File: src/rtl/battle_sprite_anim.sv
// Battle sprite renderer: multi-frame, scaled, optionally mirrored sprite with a
// transparency key and a slide-in entry animation. Drives an external sprite ROM
// (palette indices) and palette ROM (12-bit RGB). Pixel latency is ROM_LAT+4.
// Optional feature macro: BATTLE_SPRITE_FLASH_EN adds flash_in and a damage flash
// (opaque pixels forced white during frame ticks 4-7 of every 8).
module battle_sprite_anim #(
  parameter int WIDTH      = 160,
  parameter int HEIGHT     = 144,
  parameter int FRAMES     = 2,
  parameter int SCALE_LOG2 = 0,
  parameter int ROM_LAT    = 1,
  parameter int TRANSP_IDX = 0,
  parameter int SLIDE_DIST = 320,
  parameter int SLIDE_STEP = 8,
  localparam int FSEL_W    = (FRAMES > 1) ? $clog2(FRAMES) : 1,
  localparam int ADDR_W    = $clog2(FRAMES * WIDTH * HEIGHT)
) (
  input  logic              pixel_clk_in,
  input  logic              rst_in,
  input  logic [10:0]       x_in,
  input  logic [9:0]        y_in,
  input  logic [10:0]       hcount_in,
  input  logic [9:0]        vcount_in,
  input  logic [FSEL_W-1:0] frame_sel_in,
  input  logic              flip_in,
  input  logic              start_in,
  input  logic              hide_in,
`ifdef BATTLE_SPRITE_FLASH_EN
  input  logic              flash_in,
`endif
  output logic [ADDR_W-1:0] rom_addr_out,
  input  logic [7:0]        rom_data_in,
  output logic [7:0]        pal_addr_out,
  input  logic [11:0]       pal_data_in,
  output logic [11:0]       pixel_out,
  output logic              opaque_out,
  output logic              busy_out,
  output logic              done_out
);

  typedef enum logic [1:0] {
    ST_IDLE  = 2'd0,
    ST_SLIDE = 2'd1,
    ST_SHOWN = 2'd2
  } state_e;

  localparam logic [11:0] DIST_C   = 12'(SLIDE_DIST);
  localparam logic [11:0] STEP_C   = 12'(SLIDE_STEP);
  localparam logic [11:0] SPAN_W_C = 12'(WIDTH << SCALE_LOG2);
  localparam logic [11:0] SPAN_H_C = 12'(HEIGHT << SCALE_LOG2);
  localparam logic [11:0] COL_MAX  = 12'(WIDTH - 1);
  localparam logic [7:0]  TRANSP_C = 8'(TRANSP_IDX);

  state_e              state_q, state_d;
  logic [11:0]         offset_q, offset_d;
  logic                busy_q, busy_d;
  logic                done_q, done_d;
  logic [FSEL_W-1:0]   frame_q, frame_d;
  logic                flip_q, flip_d;
  logic [ADDR_W-1:0]   rom_addr_q, rom_addr_d;
  logic [ROM_LAT:0]    vld_q, vld_d;
  logic [7:0]          pal_addr_q, pal_addr_d;
  logic                opq1_q, opq1_d;
  logic                opq2_q, opq2_d;
  logic [11:0]         pixel_q, pixel_d;
  logic                opaque_q, opaque_d;

  logic                tick_s;
  logic [11:0]         step_s;
  logic [11:0]         xe_s, ye_s, hc_s, vc_s;
  logic [11:0]         dx_s, dy_s, col_raw_s, col_s, row_s;
  logic                region_s;
  logic [ADDR_W-1:0]   addr_calc_s;

`ifdef BATTLE_SPRITE_FLASH_EN
  logic [2:0]          tick_cnt_q, tick_cnt_d;
`endif

  // Frame tick: first pixel of every video frame.
  always_comb begin
    tick_s = (hcount_in == 11'd0) && (vcount_in == 10'd0);
  end

  // Slide-in state machine next-state; start beats hide, hide beats the slide.
  always_comb begin
    state_d  = state_q;
    offset_d = offset_q;
    done_d   = 1'b0;
    step_s   = (offset_q < STEP_C) ? offset_q : STEP_C;
    if (start_in) begin
      state_d  = ST_SLIDE;
      offset_d = DIST_C;
    end else if (hide_in) begin
      state_d  = ST_IDLE;
      offset_d = 12'd0;
    end else begin
      case (state_q)
        ST_SLIDE: begin
          if (tick_s) begin
            offset_d = offset_q - step_s;
            if (offset_q == step_s) begin
              state_d = ST_SHOWN;
              done_d  = 1'b1;
            end else begin
              state_d = ST_SLIDE;
            end
          end else begin
            offset_d = offset_q;
          end
        end
        ST_IDLE, ST_SHOWN: begin
          state_d = state_q;
        end
        default: begin
          state_d  = ST_IDLE;
          offset_d = 12'd0;
        end
      endcase
    end
    busy_d = (state_d == ST_SLIDE);
  end

  // Frame select and mirror only change at the frame tick so a frame never tears.
  always_comb begin
    if (tick_s) begin
      frame_d = frame_sel_in;
      flip_d  = flip_in;
    end else begin
      frame_d = frame_q;
      flip_d  = flip_q;
    end
  end

  // Address stage: region test in 12 bits and sprite ROM address generation.
  always_comb begin
    xe_s      = {1'b0, x_in} + offset_q;
    ye_s      = {2'b00, y_in};
    hc_s      = {1'b0, hcount_in};
    vc_s      = {2'b00, vcount_in};
    region_s  = (state_q != ST_IDLE) &&
                (hc_s >= xe_s) && (hc_s < xe_s + SPAN_W_C) &&
                (vc_s >= ye_s) && (vc_s < ye_s + SPAN_H_C);
    dx_s      = hc_s - xe_s;
    dy_s      = vc_s - ye_s;
    col_raw_s = dx_s >> SCALE_LOG2;
    row_s     = dy_s >> SCALE_LOG2;
    if (flip_q) begin
      col_s = COL_MAX - col_raw_s;
    end else begin
      col_s = col_raw_s;
    end
    addr_calc_s = ADDR_W'(frame_q) * ADDR_W'(WIDTH * HEIGHT) +
                  ADDR_W'(row_s) * ADDR_W'(WIDTH) + ADDR_W'(col_s);
    if (region_s) begin
      rom_addr_d = addr_calc_s;
    end else begin
      rom_addr_d = {ADDR_W{1'b0}};
    end
  end

  // Data stages: in-region flag travels with the data; transparency keyed on the index.
  always_comb begin
    vld_d      = {vld_q[ROM_LAT-1:0], region_s};
    pal_addr_d = rom_data_in;
    opq1_d     = vld_q[ROM_LAT] && (rom_data_in != TRANSP_C);
    opq2_d     = opq1_q;
    if (opq2_q) begin
      opaque_d = 1'b1;
`ifdef BATTLE_SPRITE_FLASH_EN
      if (flash_in && tick_cnt_q[2]) begin
        pixel_d = 12'hFFF;
      end else begin
        pixel_d = pal_data_in;
      end
`else
      pixel_d = pal_data_in;
`endif
    end else begin
      opaque_d = 1'b0;
      pixel_d  = 12'h000;
    end
  end

`ifdef BATTLE_SPRITE_FLASH_EN
  // Damage-flash phase counter, advanced once per video frame.
  always_comb begin
    if (tick_s) begin
      tick_cnt_d = tick_cnt_q + 3'd1;
    end else begin
      tick_cnt_d = tick_cnt_q;
    end
  end

  // Damage-flash phase counter register.
  always_ff @(posedge pixel_clk_in) begin
    if (rst_in) begin
      tick_cnt_q <= 3'd0;
    end else begin
      tick_cnt_q <= tick_cnt_d;
    end
  end
`endif

  // Slide-in state machine registers with registered status outputs.
  always_ff @(posedge pixel_clk_in) begin
    if (rst_in) begin
      state_q  <= ST_IDLE;
      offset_q <= 12'd0;
      busy_q   <= 1'b0;
      done_q   <= 1'b0;
      frame_q  <= {FSEL_W{1'b0}};
      flip_q   <= 1'b0;
    end else begin
      state_q  <= state_d;
      offset_q <= offset_d;
      busy_q   <= busy_d;
      done_q   <= done_d;
      frame_q  <= frame_d;
      flip_q   <= flip_d;
    end
  end

  // Pixel pipeline registers.
  always_ff @(posedge pixel_clk_in) begin
    if (rst_in) begin
      rom_addr_q <= {ADDR_W{1'b0}};
      vld_q      <= {(ROM_LAT + 1){1'b0}};
      pal_addr_q <= 8'd0;
      opq1_q     <= 1'b0;
      opq2_q     <= 1'b0;
      pixel_q    <= 12'h000;
      opaque_q   <= 1'b0;
    end else begin
      rom_addr_q <= rom_addr_d;
      vld_q      <= vld_d;
      pal_addr_q <= pal_addr_d;
      opq1_q     <= opq1_d;
      opq2_q     <= opq2_d;
      pixel_q    <= pixel_d;
      opaque_q   <= opaque_d;
    end
  end

  assign rom_addr_out = rom_addr_q;
  assign pal_addr_out = pal_addr_q;
  assign pixel_out    = pixel_q;
  assign opaque_out   = opaque_q;
  assign busy_out     = busy_q;
  assign done_out     = done_q;

endmodule

File: config.mk
export PLATFORM = sky130hd
export DESIGN_NAME = battle_sprite_anim
export DESIGN_NICKNAME = d
export VERILOG_FILES = /design/src/rtl/battle_sprite_anim.sv
export SDC_FILE = /design/constraint.sdc
export NUM_CORES = 1
export LEC_CHECK = 0
export ABC_AREA = 1
export CORE_MARGIN = 1.5
export CORE_UTILIZATION = 50
export CTS_CLUSTER_DIAMETER = 30
export DETAILED_ROUTE_END_ITERATION = 10
export DONT_BUFFER_PORTS = 1
export SLEW_MARGIN = 20
export SYNTH_ARGS = -nofsm -noshare
export SYNTH_HDL_FRONTEND = slang
export SYNTH_SLANG_ARGS = --single-unit
File: constraint.sdc
create_clock -name pixel_clk_in -period 9.7 [get_ports pixel_clk_in]
set_input_delay 2.425 -clock pixel_clk_in [delete_from_list [all_inputs] [get_ports pixel_clk_in]]
set_output_delay 2.425 -clock pixel_clk_in [all_outputs]
set_load 0.02 [all_outputs]
### Yosys cells after proc, flatten, opt, wreduce, memory -nomap -nowiden

Index checks and enable logic that the tools add are counted.
Widths: inputs -> output; s select.

* input port bits: 68
* memories: 0
* memory bits (read-only): 0
* RAM bits: 0
* bits in latches: 0
* flip-flop bits (word level): 59

* equal/unequal tests: 7
* add/sub/neg operators: 9
* shift operators: 0
* $mul: 2
* div/mod/pow operators: 0
* bitwise gates (word level): 5
* reductions and logical operators: 18
* mux-type cells: 13
* order comparisons: 5

Operators by type and width (number)
* $mux 12: 3
* $pmux 12 s2: 1
* $mux 9: 2
* $add 16x12->16: 1
* $add 16x16->16: 1
* $add 11x12->12: 1
* $add 12x8->12 const B: 1
* $eq 12x12->1: 1
* $ge 11x12->1: 1
* $lt 11x12->1: 1
* $lt 12x4->1 const B: 1
* $mul 12x3->11 const B: 1
* $sub 11x12->12: 1
* $sub 12x12->12: 1
* $sub 8x12->12 const A: 1
* $add 10x8->11 const B: 1
* $logic_not 11->1: 1
* $lt 10x11->1: 1
* $sub 10x10->11: 1
* $ge 10x10->1: 1
* $logic_not 10->1: 1
* $mux 2: 4
* $reduce_bool 8->1: 1
* $mul 1x6->7 const B: 1
* 15 further kinds: 29

### Depth between registers and ports, before layout

Gate-level depths: netlist of run 1.

* word-level depth: 9
* depth in mapped cells: 35
* mapped depth without buffers: 35

### Least setup slack after synthesis of run 1

OpenSTA, ideal clock, no wires.

* path type: in2reg
* from: input x_in[0]
* to: register rom_addr_q[14], in the netlist rom_addr_out[14]
* stages on the path: 31
* data required time: 9.638 ns
* slack: 2.814 ns
* library setup time: 0.062 ns
* arrival time: 6.824 ns
* buffers on the path: 0
* cell sequence: ha_1 > fa_1 > xnor2_1 > ha_1 > nand2_1 > o21ai_0 > nand2_1 > nand3_1 > xor2_1 > ha_1 > inv_1 > nand3_1 > nand3_1 > nand2_1 > xnor2_1 > inv_1 > fa_1 > inv_1 > ha_1 > a21oi_1 > nand2_1 > nand2_1 > nand2_1 > a21oi_1 > nor2_1 > nor2_1 > nor2_1 > nor2_1 > xnor2_1 > inv_1 > nor2_2

* longest elaborated chain between the ends: 8
* elaborated cells on any way between the ends: 14
* classes of those cells: add/sub: 5; order compare: 2; mux: 1; bitwise: 1; reduce/logical: 5

RTL lines
* start: declaration: line 20 `input logic [10:0] x_in,`
* $add 11x12->12 *: line 136 `xe_s = {1'b0, x_in} + offset_q;`
* branches (longest 7 deep; another with $add 16x12->16)
* end signal: assignment: line 226 `rom_addr_q <= {ADDR_W{1'b0}};`
* end signal: assignment: line 234 `rom_addr_q <= rom_addr_d;`
* end: declaration: line 60 `logic [ADDR_W-1:0] rom_addr_q, rom_addr_d;`

Every way passes the cells marked *.
A chain may end at the register's enable or synchronous reset.

### Final worst setup path of run 1

Same ends and word-level chain as after synthesis.

==> impl_summary.md, run 1 <==
Detailed routing
The via-per-instance ratio is between 5 and 6. The first routing iteration left 154 violations. In the routed design, unresolved DRC markers number 0. The count of nets left with antenna violations once routing finished came out at 0. The first-pass iteration count of the detailed router is 4. For this block, the via count after detailed routing is between 4000 and 5000. The post-detailed-routing wire length is ~12 mm. The routed length per instance is 13.0 µm.

Floorplan
The chip width is approximately 110 µm. The initial utilization of the core area, before any placement, comes to 0.511. The number of I/O pins is ~110. The site row count is 37. The height of the die is between 100 and 150 µm.

The floorplan step defined a die boundary enclosing 0.0111 mm². The core region is roughly 0.010 mm².

Timing
The worst setup skew after layout is between 0.008 and 0.009 ns. The routed design could run at a clock period as short as approximately 7 ns. The maximum frequency from static timing analysis is 141 MHz. Setup repair after global routing left no endpoint under its margin.

At the pin with the least slew margin, the transition time is about 0.54 ns. The share of the cycle needed by the critical path after routing is 0.732. The number of max-slew violations in the final report came to 0.

The hold slack is approximately 0.4 ns. Summed over all failing endpoints, the final setup total negative slack is 0 ns. The worst max-slew margin expressed relative to the limit is 0.639. The total count of hold-check failures in the final report was 0. The final-report setup violation count is 0.

Worst hold path
The hold-critical path endpoint is vld_q[1]. The min-delay analysis places its worst path in the category register to register. The startpoint identified for the worst hold timing path is vld_q[0].

Counting instances, the worst hold path has a depth of 2.

Logic synthesis
The count of different cell masters after synthesis is slightly above 40. The fraction of synthesized cell area taken by the top area cell type is 0.225. The commonest cells after synthesis are sky130_fd_sc_hd__nand2_1, sky130_fd_sc_hd__inv_1, sky130_fd_sc_hd__ha_1.

Yosys mapped a number of flops with a built-in enable equal to 0. The synthesized netlist occupies a cell area of between 0.005 and 0.006 mm². Of all cell types, the one taking the most synthesized area is sky130_fd_sc_hd__dfxtp_1.

The number of synthesized register bits is ~60. The instance count of the mapped netlist is approximately 760. Ranked by total cell area, the synthesized netlist is headed by sky130_fd_sc_hd__dfxtp_1, sky130_fd_sc_hd__ha_1, sky130_fd_sc_hd__nand2_1, sky130_fd_sc_hd__inv_1, sky130_fd_sc_hd__xor2_1. The most common cell in the synthesized netlist is sky130_fd_sc_hd__nand2_1. The average size of a mapped cell is 6.96 µm². When the netlist entered floorplanning its net count stood at 905.

The share of synthesized area occupied by flip-flops and latches is 0.225. The most used flip-flop cell after synthesis is sky130_fd_sc_hd__dfxtp_1. During synthesis, Yosys emitted a total of 0 warnings.

The share of flip-flops with an asynchronous set or reset is 0.

Layout
Once layout is complete, the cells apart from fillers number 900. The multi-input gate area in the final layout is 0.00353 mm². The post-route cell area is about 0.0056 mm². Of the cells placed in the final design, the portion with a size suffix greater than 1 is 0.0589. After filler insertion, the fill cell instance count of the layout stands at ~1100. For this run, the post-layout net count is 909. From synthesis to final layout, the design area changed by 6.55%.

The repair_antennas step left the layout with diodes totalling 0. The register cell area after layout is between 0.001 and 0.0015 mm². For this run, the share of the core covered by cells in the final layout is 0.545.

Power and ir drop
For this design the total switching power over the nets is 463 µW. Of the total power, registers draw 0.233. Of the total power, the clock network draws 0.216. The leakage power is approximately 3 nW. Of the total power, the share spent switching nets is 0.424.

Dividing total power by cell area gives a power density of around 200 mW/mm². The worst-case IR drop observed on VDD is roughly 120 µV. Of the total power, combinational logic draws 0.551. Cell internal power was estimated by the tool at 628 µW.

Global routing
The total routing resource utilization after global routing is 0.221. The via count of the first global-routing pass was approximately 4600. The number of antenna violations at the first check in global routing is 0. The wire length of the first global-routing pass is ~20 mm.

The overall overflow remaining after global route is 0. Entering global routing, the biggest net connects 18 pins.

Clock network
The number of hold buffers added after CTS is 0. The clock transition at the registers of the reported paths is 0.07 ns. The CTS tree is yes. The number of buffers added for setup after CTS is 0.

The number of H-tree levels is 3. The clock passes through at most 2 buffers. The buffer cell driving the clock tree root is sky130_fd_sc_hd__clkbuf_8. The source-to-sink clock delay at the later pin of the worst-skew pair is 0.33 ns. The number of gates resized after CTS was 0.

The number of buffers created by CTS is 9. The clock sink count is 59.

Place
The final weighted congestion in routability-driven placement is slightly above 0.9. The half-perimeter wire length after placement is around 10 mm. The standard cell area after detailed placement is between 0.005 and 0.006 mm². In this run, placement finished with an instance count of roughly 880. The number of buffers inserted by port buffering is 0.

Setup path
For this run, the slowest stage of the critical path takes roughly 0.50 ns. The launch instance of the worst register-to-register path is offset_q[0]. The worst reg-to-reg path cell count is 31. STA classifies the critical path startpoint as an input port. The reg-to-reg endpoint is rom_addr_out[14]. The slack of the worst reg-to-reg path is between 4 and 5 ns. The cell occurring most often along the worst timing path is sky130_fd_sc_hd__nand2_1. The data arrival time of the critical path is around 7.4 ns. The worst setup path is of the input port to register kind. The cell type of the slowest stage on the worst timing path is sky130_fd_sc_hd__fa_1. The type of destination of the critical path is a register.

Of all nets on the critical path, the largest fanout is 5. The worst endpoint required time is ~10 ns.

Flow run
The number of max-capacitance violations reported is 0.

Outcome
The run finished with clean final reports.
layout by cell type (no fill, tap or decap), types with 4 or more instances in the layout:
cell type,n
sky130_fd_sc_hd__a31oi_1,6
sky130_fd_sc_hd__fa_1,7
sky130_fd_sc_hd__nand3_2,6
sky130_fd_sc_hd__o21bai_1,4
sky130_fd_sc_hd__xnor2_1,15
sky130_fd_sc_hd__dfxtp_1,59
sky130_fd_sc_hd__xor2_1,37
sky130_fd_sc_hd__o21ai_0,18
sky130_fd_sc_hd__nand2_2,6
sky130_fd_sc_hd__inv_1,132
sky130_fd_sc_hd__nand2_1,154
sky130_fd_sc_hd__clkbuf_8,9
sky130_fd_sc_hd__nand3_1,49
sky130_fd_sc_hd__a21oi_1,48
sky130_fd_sc_hd__nand4_1,11
sky130_fd_sc_hd__nor3_1,8
sky130_fd_sc_hd__nor2_2,11
sky130_fd_sc_hd__nor2_1,68
sky130_fd_sc_hd__nor4_1,5
sky130_fd_sc_hd__ha_1,75
logic make-up (layout without fill, tap and decap cells):
| group | after synthesis | after routing | share of synthesized area |
|---|---|---|---|
| AND/OR/NAND/NOR | 327 | 327 | 0.278 |
| buffers and inverters | 142 | 151 | 0.103 |
| AO/OA/AOI/OAI | 92 | 92 | 0.101 |
| adder cells (fa/ha/maj) | 82 | 82 | 0.205 |
| flip-flops | 59 | 59 | 0.225 |
| XOR/XNOR | 52 | 52 | 0.0867 |
| other | 1 | 1 | 0.000714 |
how the worst max path moves through the flow:
stage	from	end	slack, ns	cells after the start
after floorplan	x_in[0]	rom_addr_out[14]	2.81	31
after global placement	x_in[0]	rom_addr_out[14]	2.50	31
after detailed placement	x_in[0]	rom_addr_out[14]	2.32	31
after CTS	x_in[0]	rom_addr_out[14]	2.66	31
after global routing	x_in[0]	rom_addr_out[14]	2.29	31
final	x_in[0]	rom_addr_out[14]	2.60	31
registers in the layout, indices dropped and copies added, names as in the netlist, 2 cells and up:
signal / count
rom_addr_out: 16
vld_q: 2
offset_q: 12
state_q: 2
pal_addr_out: 8
pixel_out: 12
per-layer routing:
metal / share of wire / routed length, µm / up-vias / GRT usage
li1: - / - / 2437 / -
met1: 0.44 / 5090 / 2104 / 0.258
met2: 0.49 / 5750 / 85 / 0.396
met3: 0.045 / 521 / 20 / 0.0519
met4: 0.025 / 297 / 0 / 0.0772
met5: 0 / 0 / - / 0
critical path: cells and delay by family:
kind,cells,cell delay [ns]
xor+xnor,4,0.67
simple gates,14,1.16
compound gates,3,0.84
buf+inv,4,0.22
fa+ha+maj,6,2.05
power by group through the flow:
stage,Sequential (mW),Combinational [mW],Clock (mW)
final,0.255,0.601,0.236
after global routing,0.255,0.694,0.252
after CTS,0.255,0.603,0.241
after detailed placement,0.260,0.598,0
after global placement,0.260,0.590,0
after floorplan,0.259,0.497,0
through the flow:
stage | total power [mW] | setup slack [ns]
final | 1.09 | 2.60
after global routing | 1.20 | 2.29
after CTS | 1.10 | 2.66
after detailed placement | 0.858 | 2.32
after global placement | 0.850 | 2.50
after floorplan | 0.755 | 2.81
layout make-up:
| class | instances | area share |
|---|---|---|
| Sequential cell | 59 | 0.211 |
| Clock inverter | 5 | 0.0139 |
| Inverter | 135 | 0.0905 |
| Multi-Input combinational cell | 554 | 0.631 |
| Clock buffer | 11 | 0.0235 |
| Tap cell | 136 | 0.0304 |
No activity file was read; power rests on OpenSTA's default activity.
==> run 2, diff against run 1 <==
- PLACE_DENSITY: not set -> 0.68
- clock period: 9.7 -> 5.8 ns (I/O delays scaled with it)
==> impl_summary.md, run 2 (synthesis gave the netlist of run 1 again) <==
Power and ir drop
The switching power is 848 µW (was 463 µW). The clock network power share is 0.184 (was 0.216). The leakage power was 3.10 nW (was 2.93 nW).

The proportion of total power due to net switching was 0.419 (was 0.424). The combinational power share is 0.606 (was 0.551). The cell internal power dissipation is 1.17 mW (was 628 µW). The worst IR drop on VDD came to 249 µV (was 124 µV).

The sequential cell fraction of total power was 0.211 (was 0.233). The power per standard cell area is 340 mW/mm² (was 195 mW/mm²).

Global routing
The wire length of the first global-routing pass is 20.4 mm (was 20.1 mm). The maximum number of pins on one net before global-route repair is 18 (unchanged). The total routing resource utilization after global routing is 0.224 (was 0.221).

The overall overflow remaining after global route is 0 (unchanged). The via count of the first global-routing pass came to 4637 (was 4552). The number of antenna violations at the first check in global routing is 0 (unchanged).

Timing
The worst setup skew after layout is 0.0119 ns (was 0.00856 ns). RSZ-0062 raised after global routing: yes (was no). The final-layout setup total negative slack was 0 ns (unchanged). The maximum frequency from static timing analysis is 180 MHz.

The number of max-slew violations in the final report is 0 (unchanged). The worst max-slew margin expressed relative to the limit is 0.642 (was 0.639). For the finished layout, the period the worst path requires is 5.55 ns. The share of the cycle needed by the critical path after routing is 0.956. The final-report setup violation count came to 0 (unchanged). The total count of hold-check failures in the final report is 0 (unchanged). The actual transition at the worst max-transition pin is 0.536 ns (was 0.540 ns).

Place
The standard cell area after detailed placement is 0.00559 mm² (was 0.00539 mm²). The half-perimeter wire length after placement was 10.2 mm (was 9.96 mm). The number of buffers inserted by port buffering came to 0 (unchanged). The final weighted congestion in routability-driven placement is 0.917 (was 0.923).

Setup path
The cell type of the slowest stage on the worst timing path was sky130_fd_sc_hd__fa_1 (unchanged). The worst endpoint required time was 6.07 ns (was 9.97 ns). The category of the most critical setup path is input port to register (unchanged).

The cell occurring most often along the worst timing path was sky130_fd_sc_hd__nand2_1 (unchanged). The family with the most delay on the worst path is adder cells (unchanged). The launching element type of the critical path was an input port (unchanged). The data arrival time of the critical path is 5.82 ns (was 7.37 ns).

The buffers plus inverters on the worst setup path is 6 (was 4). The biggest fanout along the worst timing path is 5 (unchanged). The type of destination of the critical path is a register (unchanged). The maximum cell stage delay along the critical path came to 0.49 ns (was 0.50 ns).

Clock network
The number of H-tree levels is 3 (unchanged). The clock tree buffer depth is 2 (unchanged). The clock sink count was 59 (unchanged).

The buffer cell driving the clock tree root is sky130_fd_sc_hd__clkbuf_8 (unchanged). The CTS tree is yes (unchanged). The number of buffers created by CTS came to 9 (unchanged). The clock transition at the registers of the reported paths was 0.08 ns (was 0.07 ns). The number of hold buffers added after CTS was 0 (unchanged). The source-to-sink clock delay at the later pin of the worst-skew pair is 0.33 ns (about the same).

Detailed routing
The number of nets with antenna violations after routing came to 0 (unchanged). The routed length per instance is 13.2 µm (was 13.0 µm). The via-per-instance ratio is 5.16 (about the same). The detailed-route via count was 4811 (was 4646). The initial detailed-routing violation count is 181 (was 154).

The post-detailed-routing wire length was 12.3 mm (was 11.7 mm). The remaining routing DRC violations is 0 (unchanged). The first-pass iteration count of the detailed router came to 5 (was 4).

Layout
The number of nets at the end of the flow was 941 (was 909). The post-route cell area came to 0.00595 mm² (was 0.00560 mm²). The area added between synthesis and finish was 13.3% (was 6.55%). The antenna diode count is 0 (unchanged). Most frequent cells in the layout: sky130_fd_sc_hd__nand2_1, sky130_fd_sc_hd__inv_1, sky130_fd_sc_hd__ha_1 (unchanged). The share of final-layout standard cells stronger than drive strength 1 is 0.128 (was 0.0589). The number of filler cells placed in the layout came to 1003 (was 1054). The number of flip-flops under the largest register name came to 16 (unchanged). The leading cell type in the layout, fill and taps excluded is sky130_fd_sc_hd__nand2_1 (unchanged).

Floorplan
The standard cell core area is 0.0103 mm² (unchanged). The site row count is 37 (unchanged). The height of the die was 105 µm (unchanged). The chip width is 105 µm (unchanged).

The die outline area came to 0.0111 mm² (unchanged). The number of I/O pins came to 107 (unchanged). The starting density of the core is 0.511 (unchanged).

Worst hold path
The worst hold path class is register to register (unchanged).

Flow run
The number of max-capacitance violations reported is 0 (unchanged).

Outcome
Run status: complete, no violations (unchanged).
## run 2: changes by cell type in the layout (fill, tap and decap cells not counted), moves of 3 or more
| cell | previous run | this run |
|---|---|---|
| sky130_fd_sc_hd__inv_1 | 132 | 128 |
| sky130_fd_sc_hd__a21oi_1 | 48 | 45 |
| sky130_fd_sc_hd__ha_1 | 75 | 72 |
| sky130_fd_sc_hd__nand3_1 | 49 | 44 |
| sky130_fd_sc_hd__inv_2 | 3 | 7 |
| sky130_fd_sc_hd__nand3_2 | 6 | 11 |
| sky130_fd_sc_hd__buf_4 | 0 | 32 |
| sky130_fd_sc_hd__ha_4 | 0 | 3 |
## run 2: cell type report
cell class	count	area, µm²	share of cell area
Inverter	135	507	0.0852
Timing Repair Buffer	32	240	0.0404
Clock buffer	10	138	0.0231
Clock inverter	6	65.1	0.0109
Sequential cell	59	1180	0.199
Multi-Input combinational cell	554	3650	0.613
Tap cell	136	170	0.0286
## run 2: power groups by stage
stage	Clock (mW)	Sequential (mW)	Combinational, mW
after global routing	0.400	0.426	1.38
after global placement	0	0.435	1.09
after detailed placement	0	0.435	1.12
after floorplan	0	0.433	0.840
final	0.371	0.426	1.22
after CTS	0.382	0.426	1.13
## run 2: path summary, 6_finish.rpt
path                                   from  slack, ns  depth (start not counted)                to
worst max-delay path                x_in[0]       0.25                         35  rom_addr_out[14]
worst min-delay path               vld_q[0]       0.41                          2          vld_q[1]
worst max register to register  offset_q[0]       0.99                         35  rom_addr_out[14]
worst min register to register     vld_q[0]       0.41                          2          vld_q[1]
## run 2: routing by layer
layer	share of wire	track usage	routed length, µm
met5	0	0	0
met4	0.013	0.0550	155
met3	0.049	0.0550	607
met2	0.51	0.412	6230
met1	0.43	0.259	5290
## run 2: repair_timing
item,4_1_cts,5_1_grt
gates resized for setup,1,25
setup buffers,0,5
hold endpoints to repair,0,0
endpoints found under the setup margin,1,5
pin swaps,0,22
## run 2: worst reg2reg max path: cells and delay by family (launching register included)
family | cells | cell delay (ns)
and+or+nand+nor | 17 | 1.34
xor gates and xnor gates | 4 | 0.65
adders and majority gates | 6 | 1.76
buffers and inverters | 6 | 0.34
DFF | 1 | 0.36
AOI/OAI and AO/OA | 2 | 0.30
## run 2: through the flow
stage	hold WS (ns)	utilization	worst slack, ns	cells	power [mW]
global placement	0.394	0.544	-0.176	911	1.52
detailed placement	0.402	0.544	-0.334	911	1.55
finish	0.407	0.579	0.255	932	2.02
CTS	0.412	0.564	0.000380	927	1.94
global route	0.437	0.579	-0.0802	932	2.21
floorplan	0.388	-	0.0119	755	1.27
